<file path="src/rtl/bru_pkg.sv">
// Shared definitions for the branch resolve unit: condition codes and stage payload.
package bru_pkg;

    // Widest supported PC; payload carries the PC zero-extended to this width.
    localparam int unsigned BRU_PC_W = 64;

    localparam logic [2:0] BR_EQ  = 3'b000;
    localparam logic [2:0] BR_NE  = 3'b001;
    localparam logic [2:0] BR_LT  = 3'b100;
    localparam logic [2:0] BR_GE  = 3'b101;
    localparam logic [2:0] BR_LTU = 3'b110;
    localparam logic [2:0] BR_GEU = 3'b111;

    typedef struct packed {
        logic                taken;
        logic                mispredict;
        logic                illegal;
        logic [BRU_PC_W-1:0] redirect_pc;
    } bru_payload_t;

endpackage

</file>
<file path="src/rtl/bru_pipe_stage.sv">
// Single valid/ready register slice with flush for the branch resolve pipeline.
module bru_pipe_stage
    import bru_pkg::*;
(
    input  logic         clk_i,
    input  logic         rst_i,
    input  logic         flush_i,
    input  logic         up_valid,
    output logic         up_ready_c,
    input  bru_payload_t up_data,
    output logic         dn_valid,
    input  logic         dn_ready,
    output bru_payload_t dn_data
);

    // Slice advances when empty or when downstream takes the current entry.
    assign up_ready_c = !dn_valid || dn_ready;

    // Valid/payload register; flush drops the entry and any same-cycle accept.
    always_ff @(posedge clk_i or posedge rst_i) begin
        if (rst_i) begin
            dn_valid <= 1'b0;
            dn_data  <= '0;
        end else if (flush_i) begin
            dn_valid <= 1'b0;
        end else if (up_ready_c) begin
            dn_valid <= up_valid;
            if (up_valid) begin
                dn_data <= up_data;
            end
        end
    end

endmodule

</file>
<file path="src/rtl/branch_resolve_unit.sv">
// Execute-stage branch resolution: condition evaluation, mispredict detection,
// redirect PC, a STAGES-deep valid/ready pipeline and saturating statistics.
module branch_resolve_unit
    import bru_pkg::*;
#(
    parameter int unsigned XLEN   = 32,
    parameter int unsigned STAGES = 1,
    parameter int unsigned CNT_W  = 32
) (
    input  logic             clk_i,
    input  logic             rst_i,
    input  logic             valid_i,
    output logic             ready_o,
    input  logic [XLEN-1:0]  opa_i,
    input  logic [XLEN-1:0]  opb_i,
    input  logic [2:0]       funct3_i,
    input  logic             is_jump_i,
    input  logic [XLEN-1:0]  pc_i,
    input  logic [XLEN-1:0]  target_i,
    input  logic             pred_taken_i,
    input  logic [XLEN-1:0]  pred_target_i,
    input  logic             flush_i,
    output logic             valid_o,
    input  logic             ready_i,
    output logic             taken_o,
    output logic             mispredict_o,
    output logic [XLEN-1:0]  redirect_pc_o,
    output logic             illegal_o,
    input  logic             stat_clr_i,
    output logic [CNT_W-1:0] stat_branches_o,
    output logic [CNT_W-1:0] stat_mispred_o
);

    localparam logic [CNT_W-1:0] CNT_MAX = '1;

    logic            cond;
    logic            cond_illegal;
    logic            taken;
    logic [XLEN-1:0] redirect_pc;
    bru_payload_t    eval_pl;
    bru_payload_t    out_pl;
    logic            out_hs;

    logic            stg_valid [STAGES+1];
    logic            stg_ready [STAGES+1];
    bru_payload_t    stg_data  [STAGES+1];

    // Stage-0 condition evaluation, mispredict check and next-PC selection.
    always_comb begin
        cond         = 1'b0;
        cond_illegal = 1'b0;
        case (funct3_i)
            BR_EQ:   cond = (opa_i == opb_i);
            BR_NE:   cond = (opa_i != opb_i);
            BR_LT:   cond = ($signed(opa_i) <  $signed(opb_i));
            BR_GE:   cond = ($signed(opa_i) >= $signed(opb_i));
            BR_LTU:  cond = (opa_i <  opb_i);
            BR_GEU:  cond = (opa_i >= opb_i);
            default: cond_illegal = 1'b1;
        endcase

        taken       = is_jump_i || cond;
        redirect_pc = taken ? target_i : (pc_i + XLEN'(4));

        eval_pl             = '0;
        eval_pl.taken       = taken;
        eval_pl.illegal     = cond_illegal && !is_jump_i;
        eval_pl.mispredict  = (taken != pred_taken_i) ||
                              (taken && (pred_target_i != target_i));
        eval_pl.redirect_pc = BRU_PC_W'(redirect_pc);
    end

    // Pipeline chain: index 0 is the request port, index STAGES the result port.
    assign stg_valid[0]      = valid_i;
    assign stg_data[0]       = eval_pl;
    assign ready_o           = stg_ready[0];
    assign stg_ready[STAGES] = ready_i;

    for (genvar i = 0; i < int'(STAGES); i++) begin : g_stage
        bru_pipe_stage u_stage (
            .clk_i      (clk_i),
            .rst_i      (rst_i),
            .flush_i    (flush_i),
            .up_valid   (stg_valid[i]),
            .up_ready_c (stg_ready[i]),
            .up_data    (stg_data[i]),
            .dn_valid   (stg_valid[i+1]),
            .dn_ready   (stg_ready[i+1]),
            .dn_data    (stg_data[i+1])
        );
    end

    assign out_pl        = stg_data[STAGES];
    assign valid_o       = stg_valid[STAGES];
    assign taken_o       = out_pl.taken;
    assign mispredict_o  = out_pl.mispredict;
    assign illegal_o     = out_pl.illegal;
    assign redirect_pc_o = out_pl.redirect_pc[XLEN-1:0];
    assign out_hs        = valid_o && ready_i;

    // Upper payload PC bits are always zero when XLEN is narrower than the payload.
    if (XLEN < BRU_PC_W) begin : g_pc_hi
        logic unused_pc_hi;
        assign unused_pc_hi = ^out_pl.redirect_pc[BRU_PC_W-1:XLEN];
    end

    // Saturating statistics on output handshakes; clear wins over increment.
    always_ff @(posedge clk_i or posedge rst_i) begin
        if (rst_i) begin
            stat_branches_o <= '0;
            stat_mispred_o  <= '0;
        end else if (stat_clr_i) begin
            stat_branches_o <= '0;
            stat_mispred_o  <= '0;
        end else if (out_hs) begin
            if (stat_branches_o != CNT_MAX) begin
                stat_branches_o <= stat_branches_o + CNT_W'(1);
            end
            if (out_pl.mispredict && (stat_mispred_o != CNT_MAX)) begin
                stat_mispred_o <= stat_mispred_o + CNT_W'(1);
            end
        end
    end

endmodule
</file>
<file path="config.mk">
export PLATFORM = sky130hd
export DESIGN_NAME = branch_resolve_unit
export DESIGN_NICKNAME = d
export VERILOG_FILES = /design/src/rtl/bru_pkg.sv /design/src/rtl/bru_pipe_stage.sv /design/src/rtl/branch_resolve_unit.sv
export SDC_FILE = /design/constraint.sdc
export NUM_CORES = 1
export LEC_CHECK = 0
export ABC_CLOCK_PERIOD_IN_PS = 2800
export CAP_MARGIN = 20
export CORE_UTILIZATION = 37
export DETAILED_ROUTE_END_ITERATION = 7
export PLACE_DENSITY = 0.67
export SYNTH_ARGS = -nofsm -noshare
export SYNTH_HDL_FRONTEND = slang
export SYNTH_HIERARCHICAL = 1
export SYNTH_SLANG_ARGS = --single-unit
</file>
<file path="constraint.sdc">
create_clock -name clk_i -period 2.8 [get_ports clk_i]
set_clock_uncertainty 0.15 [all_clocks]
set_input_delay 0.7 -clock clk_i [delete_from_list [all_inputs] [get_ports clk_i]]
set_output_delay 0.7 -clock clk_i [all_outputs]
set_load 0.02 [all_outputs]
</file>
== Word-level counts from Yosys, hierarchy flattened ==
Cells that the tools add are included.
Word-level totals
  flip-flop bits (word level): 100
  input port bits: 171
Cells by class
  mux-type cells: 11
  order comparisons: 4
  $add $sub $neg: 3
  bitwise operators: 1
  equality and inequality tests: 11
  reduce and logical (&&, ||, !) cells: 18
Operators by type and width (number)
  2-to-1 mux 32 bit: 7
  adder 32 x 1 -> 32 bit, second input constant: 2
  >= comparator 32 bit: 2
  less-than comparator 32 bit: 2
  != test 32 bit: 2
  != test 32 bit, second input constant: 2
  adder 32 x 3 -> 32 bit, second input constant: 1
  == test 32 bit: 1
  == test 3 bit, second input constant: 4
  nonzero test 2 bit: 4
  one-hot mux 1 bit (6 select lines): 1
  OR reduction 6 bit: 1
  logical AND 1 bit: 4
  AND reduction 2 bit: 2
  == test 3 x 1 -> 1 bit, second input constant: 1
  zero test 3 bit: 1
  logical OR 1 bit: 3
  2-to-1 mux 1 bit: 3
  AND reduction 3 bit: 1
  zero test 1 bit: 2
  != test 1 bit: 1
  NOT 1 bit: 1

== Longest topological paths before layout ==
Gate-level depths: netlist of run 1.
  depth in word-level cells: 5
  mapped depth: 13

== Modules after synthesis ==
The synthesis of run 1 kept the hierarchy.
By module, submodules not included
  branch_resolve_unit: times used 1, area each 5506.5 um^2, cells each 620
  bru_pipe_stage: times used 1, area each 2553.7 um^2, cells each 148

== Least setup slack after synthesis of run 1 ==
OpenSTA, ideal clock, no wires.
  kind: input to register
  from: in opb_i[14]
  to: reg g_stage[0].u_stage/dn_data[22] (netlist bit)
  cell stages on the path: 13
  required time: 2.523 ns
  arrival: 3.062 ns
  setup time: 0.127 ns
  path buffers: 2
  setup slack: -0.539 ns
  cell sequence: inv_1 -> ha_1 -> nand4_2 -> nor4_2 -> a21boi_1 -> o41ai_1 -> a21oi_1 -> nor2_1 -> a311o_1 -> buf_6 -> buf_6 -> mux2_4 -> mux2_1
RTL lines
  start: declaration: line branch_resolve_unit.sv:15  | input logic [XLEN-1:0] opb_i,
  end signal: assignment: line bru_pipe_stage.sv:29  | dn_data <= up_data;
  end: declaration: line bru_pipe_stage.sv:13  | output bru_payload_t dn_data

==> impl_metrics.csv, run 1 <==
group,metric,value,unit
floorplan,core,18100,um2
placement,dp_hpwl,16.6,mm
flow_run,maxCapViolCount,0,
detailed_routing,dr.first_iter.drc_count,243,
layout,drive_gt1_share,30.5,%
pwr,p_switching,1.31,mW
layout,post-route-cell-area,11400,um2
timing,max_freq,306,MHz
detailed_routing,drc,24,
layout,fin_cells,1301,
pwr,power.total,4.46,mW
clock_network,clkLatencyLatePin,350,ps
timing,grt_setup_unrepaired,"yes",
pwr,p_int,3.15,mW
global_route,grt-ovfl-total,0,
critical_path,cp.required,2890,ps
yosys,avgSynthCellArea,9.81,um2
critical_path,crit_path_start,"opa_i[23]",
placement,port_buffers,271,
status,status,"complete, but fails checks",
timing,finalCritPeriodShare,117,%
critical_path,endpoint_kind,"flip-flop",
placement,placedCellCount,1272,
timing,holdWs,342,ps
critical_path,cp-start-kind,"primary input",
pwr,pwr-share-seq,36.7,%
detailed_routing,wl_per_cell,16.6,um
pwr,vdd_drop_max,0.265,mV
timing,worst_slack,-465,ps
timing,tns,-13570,ps
clock_network,clk_pin_slew_worst_paths,70,ps
detailed_routing,drt_wl_total,21.6,mm
global_route,grt_pass1_wl,35.1,mm
clock_network,cts_sinks,100,
floorplan,die-height,138,um
detailed_routing,routed_via_density,5.00,
timing,max_slew_margin,59.9,%
critical_path,worstPathArrival,3350,ps
pwr,p_leak,4.85,nW
floorplan,die-area,19100,um2
placement,gp_congestion,0.837,
yosys,synthCells,700,
pwr,swShare,29.3,%
floorplan,dieWidth,138,um
floorplan,io_pins,272,
timing,final.min_clock_period,3260,ps
status,violations,"design-rule violations, negative setup slack",
timing,worst_pin_slew,599,ps
yosys,synthesis.nets,906,
global_route,antenna_found_initial,1,
clock_network,h-tree-depth,3,
pwr,power_density,390,nW/um2
yosys,synthesis.area,6870,um2
detailed_routing,ant_nets,0,
timing,hold_violations,0,
timing,drv_slew,0,
layout,syn2layout_area_growth,66.5,%
global_route,grt_pass1_vias,6761,
hold_path,min_path_type,"flip-flop to flip-flop",
clock_network,cts_root_buffer,"clkbuf_16",
floorplan,num_rows,49,
critical_path,r2r-start,"stat_mispred_o[6]$_DFFE_PP0P_",
pwr,power_frac_clock,30.2,%
floorplan,start_util,38.0,%
yosys,synth_warnings,6,
critical_path,worstSetupPathType,"primary input to flip-flop",
detailed_routing,via_count,6508,
critical_path,cp_max_fo,4,
hold_path,hp-start,"g_stage[0].u_stage/dn_data[31]$_DFFE_PP0P_",
clock_network,clockBufferDepth,2,
layout,fin_nets,1272,
clock_network,cts_tree,"done",
placement,postPlaceCellArea,10700,um2
timing,setup_viol,33,
global_route,track_usage,23.3,%
global_route,grt_max_degree,65,
clock_network,numCtsBuffers,9,
pwr,combPwrFrac,33.1,%
detailed_routing,dr.pass1.iters,7,
-- layout by cell type (no fill, tap or decap), drive strengths merged, types with 35 or more instances in the layout --
cell	n
buf	141
nand2	39
nor2	77
nand3	45
mux2	66
xnor2	66
ha	35
xor2	48
inv	51
clkdlybuf4s50	203
dfrtp	100
-- worst paths after layout --
| check | endpoint | slack (ps) | cells after the start |
|---|---|---|---|
| max reg2reg | stat_mispred_o[27]$_DFFE_PP0P_ | 210 | 9 |
| min | g_stage[0].u_stage/dn_data[31]$_DFFE_PP0P_ | 340 | 1 |
| max | g_stage[0].u_stage/dn_data[3]$_DFFE_PP0P_ | -460 | 13 |
| min reg2reg | g_stage[0].u_stage/dn_data[31]$_DFFE_PP0P_ | 340 | 1 |
| max in group asynchronous | g_stage[0].u_stage/dn_data[15]$_DFFE_PP0P_ | 1450 | 3 |
| min in group asynchronous | g_stage[0].u_stage/dn_valid$_DFFE_PP0P_ | 560 | 2 |
-- sequential cells by signal, summed over array words and instances, names as in the netlist --
signal	count
g_stage.u_stage/dn_data	35
stat_branches_o	32
stat_mispred_o	32
g_stage.u_stage/dn_valid	1
-- routing by layer --
layer | routed length (um) | up-vias | global-route usage [%]
met4 | 514 | 0 | 8.16
met3 | 1550 | 29 | 6.03
li1 | - | 3179 | -
met5 | 0 | - | 0
met2 | 11000 | 206 | 41.2
met1 | 8600 | 3094 | 27.3
-- worst max-delay path, stage by stage --
cell and delay, ps:
buf_2 120, ha_4 270, nand4_1 180, nor3_1 330, a22oi_2 140, nor4bb_4 170, a21oi_2 170, nor2_1 60
a311o_2 370, buf_8 150, buf_6 130, mux2_4 290, mux2_4 260
-- power by group through the flow --
stage	sequential, mW	clock (mW)	combinational (mW)
finish	1.63	1.34	1.48
global route	1.65	1.43	1.58
CTS	1.64	1.38	1.47
detailed placement	1.66	0	1.35
global placement	1.66	0	1.33
floorplan	1.79	0	0.485
-- per-stage QoR --
stage	utilization, %	setup WS [ps]
3_5_place_dp	59.0	-1180
3_3_place_gp	59.0	-1150
2_1_floorplan	-	-445
5_1_grt	63.2	-588
6_report	63.2	-465
4_1_cts	62.9	-374
-- repair_timing --
| item | 4_1_cts | 5_1_grt |
|---|---|---|
| hold buffers | 0 | 0 |
| resized for setup | 285 | 27 |
| endpoints found under the setup margin | 35 | 43 |
| setup buffers | 11 | 1 |
| pin swaps | 47 | 7 |
-- layout make-up --
cell class	count	area, um2
clock buffers	10	239
fillers	1518	6650
inverters	48	213
well taps	229	287
clock inverters	6	80.1
repair buffers	370	3360
diodes	1	2.50
multi-input cells	537	4750
flip-flops and latches	100	2500
(Power assumes the default switching activity.)
==> run 2: changes to the inputs <==
PLACE_DENSITY = 0.71   (was 0.67)
TNS_END_PERCENT = 20   (was default)
==> impl_metrics.csv, run 2 (synthesis gave the netlist of run 1 again) <==
group,metric,value,unit
status,status,"complete, but fails checks",
status,violations,"design-rule violations, negative setup slack",
clock_network,clockBufferDepth,2,
critical_path,worstPathArrival,3420,ps
critical_path,endpoint_kind,"flip-flop",
global_route,grt_pass1_wl,33.3,mm
flow_run,maxCapViolCount,0,
timing,hold_violations,0,
clock_network,clkLatencyLatePin,340,ps
global_route,grt-ovfl-total,0,
layout,fin_cells,1304,
global_route,track_usage,21.9,%
detailed_routing,via_count,6557,
timing,finalCritPeriodShare,119,%
placement,place_ws,-1230,ps
floorplan,die-height,138,um
floorplan,num_rows,49,
layout,fin_nets,1275,
clock_network,cts_sinks,100,
pwr,power.total,4.47,mW
critical_path,rrSetupSlack,170,ps
clock_network,cts_hold_buffers,0,
pwr,power_density,391,nW/um2
critical_path,cp.required,2880,ps
placement,port_buffers,271,
critical_path,cp-start-kind,"primary input",
timing,final.min_clock_period,3340,ps
clock_network,clk_pin_slew_worst_paths,70,ps
placement,gp_congestion,0.840,
layout,largest_reg_flops,35,
layout,top_register,"g_stage.u_stage/dn_data",
critical_path,r2r_end,"stat_branches_o[17]$_DFFE_PP0P_",
timing,max_slew_margin,63.7,%
clock_network,cts_root_buffer,"clkbuf_16",
pwr,p_leak,4.86,nW
layout,drive_gt1_share,30.6,%
floorplan,start_util,38.0,%
hold_path,min_path_type,"flip-flop to flip-flop",
placement,placedCellCount,1273,
hold_path,holdPathEnd,"g_stage[0].u_stage/dn_data[66]$_DFFE_PP0P_",
floorplan,die-area,19100,um2
layout,syn2layout_area_growth,66.7,%
critical_path,worstSetupPathType,"primary input to flip-flop",
critical_path,r2r_cells,10,
layout,seq_area,2500,um2
detailed_routing,drt_wl_total,21.4,mm
layout,top_regs,"g_stage.u_stage/dn_data: 35 flops, stat_branches_o: 32 flops, stat_mispred_o: 32 flops",
detailed_routing,wl_per_cell,16.4,um
layout,final_common_cell,"clkdlybuf4s50_1",
critical_path,cp_max_fo,7,
detailed_routing,ant_nets,0,
global_route,antenna_found_initial,1,
timing,drv_slew,0,
detailed_routing,drc,24,
timing,max_freq,299,MHz
floorplan,io_pins,272,
critical_path,r2r-start,"stat_branches_o[14]$_DFFE_PP0P_",
timing,worst_pin_slew,543,ps
timing,holdWs,359,ps
hold_path,min_delay_path_depth,1,
timing,setup_viol,34,
floorplan,core,18100,um2
pwr,vdd_drop_max,0.225,mV
global_route,grt_pass1_vias,6549,
detailed_routing,routed_via_density,5.03,
clock_network,numCtsBuffers,9,
timing,worst_slack,-544,ps
hold_path,hp-start,"g_stage[0].u_stage/dn_data[66]$_DFFE_PP0P_",
detailed_routing,dr.pass1.iters,7,
timing,grt_setup_unrepaired,"yes",
layout,layout_common_cells,"clkdlybuf4s50_1 (208), dfrtp_1 (100), buf_4 (91), nor2_1 (76), xnor2_1 (65)",
layout,multi_input_area,4660,um2
floorplan,dieWidth,138,um
global_route,grt_max_degree,65,
layout,fill_cells,1513,
clock_network,h-tree-depth,3,
detailed_routing,dr.first_iter.drc_count,232,
clock_network,cts_tree,"done",
placement,dp_hpwl,16.1,mm
==> run 2: cell types whose count changed in the layout (fill, tap and decap cells not counted), moves of 3 or more <==
cell and delta:
clkdlybuf4s15_1 -5, dlygate4sd2_1 -5, buf_2 -3, mux2_4 -8, clkdlybuf4s50_1 +5, mux2_2 +9
==> run 2: worst max path at each step <==
stage | startpoint | end | slack (ps) | depth (start not counted)
2_1_floorplan | opb_i[30] | g_stage[0].u_stage/dn_data[22]$_DFFE_PP0P_ | -450 | 11
3_3_place_gp | opb_i[9] | g_stage[0].u_stage/dn_data[31]$_DFFE_PP0P_ | -1150 | 12
3_5_place_dp | opb_i[30] | g_stage[0].u_stage/dn_data[26]$_DFFE_PP0P_ | -1230 | 14
4_1_cts | opb_i[30] | g_stage[0].u_stage/dn_data[1]$_DFFE_PP0P_ | -610 | 14
5_1_grt | opb_i[12] | g_stage[0].u_stage/dn_data[21]$_DFFE_PP0P_ | -620 | 12
6_report | opb_i[12] | g_stage[0].u_stage/dn_data[22]$_DFFE_PP0P_ | -540 | 14
==> run 2: per-stage QoR <==
step           setup TNS, ps  util (%)  instance area [um2]
3_3_place_gp          -37460      59.0                10700
6_report              -16900      63.3                11400
5_1_grt               -19290      63.3                11400
2_1_floorplan         -13080         -                 7050
3_5_place_dp          -39930      59.0                10700
4_1_cts               -16850      62.4                11300
==> run 2: final cells by class <==
| cell class | count | area share [%] |
|---|---|---|
| Multi-Input combinational cell | 537 | 40.7 |
| Timing Repair Buffer | 373 | 30.2 |
| Sequential cell | 100 | 21.9 |
| Tap cell | 229 | 2.50 |
| Clock buffer | 9 | 1.97 |
| Inverter | 48 | 1.84 |
| Clock inverter | 7 | 0.820 |
| Antenna cell | 1 | 0.0219 |
==> run 2: what timing repair did <==
item,CTS,global route
gates resized for setup,248,51
setup endpoints to repair,35,34
cloned,3,0
setup buffers,3,9
pin swaps,34,22
==> run 2: worst max-delay path, cell delays in order <==
cell and delay [ps]:
clkbuf_2 90, inv_2 40, ha_4 270, nand4_4 120
nor4_4 310, a21boi_2 230, o41ai_2 70, a21oi_1 200
nor2_1 80, a311o_2 430, buf_4 180, buf_12 130
mux2_4 290, mux2_4 260
==> run 2: power by group <==
part | switching (mW) | internal (mW) | total [mW]
clock | 0.617 | 0.721 | 1.34
combinational | 0.622 | 0.878 | 1.50
sequential | 0.0737 | 1.56 | 1.63
total | 1.31 | 3.16 | 4.47
==> run 2: metal layers <==
| metal | vias to the layer above | wire length (um) | track usage, % |
|---|---|---|---|
| met5 | - | 0 | 0 |
| met4 | 0 | 583 | 7.87 |
| met2 | 216 | 11000 | 39.1 |
| met3 | 41 | 1200 | 4.16 |
| li1 | 3183 | - | - |
| met1 | 3117 | 8650 | 26.2 |
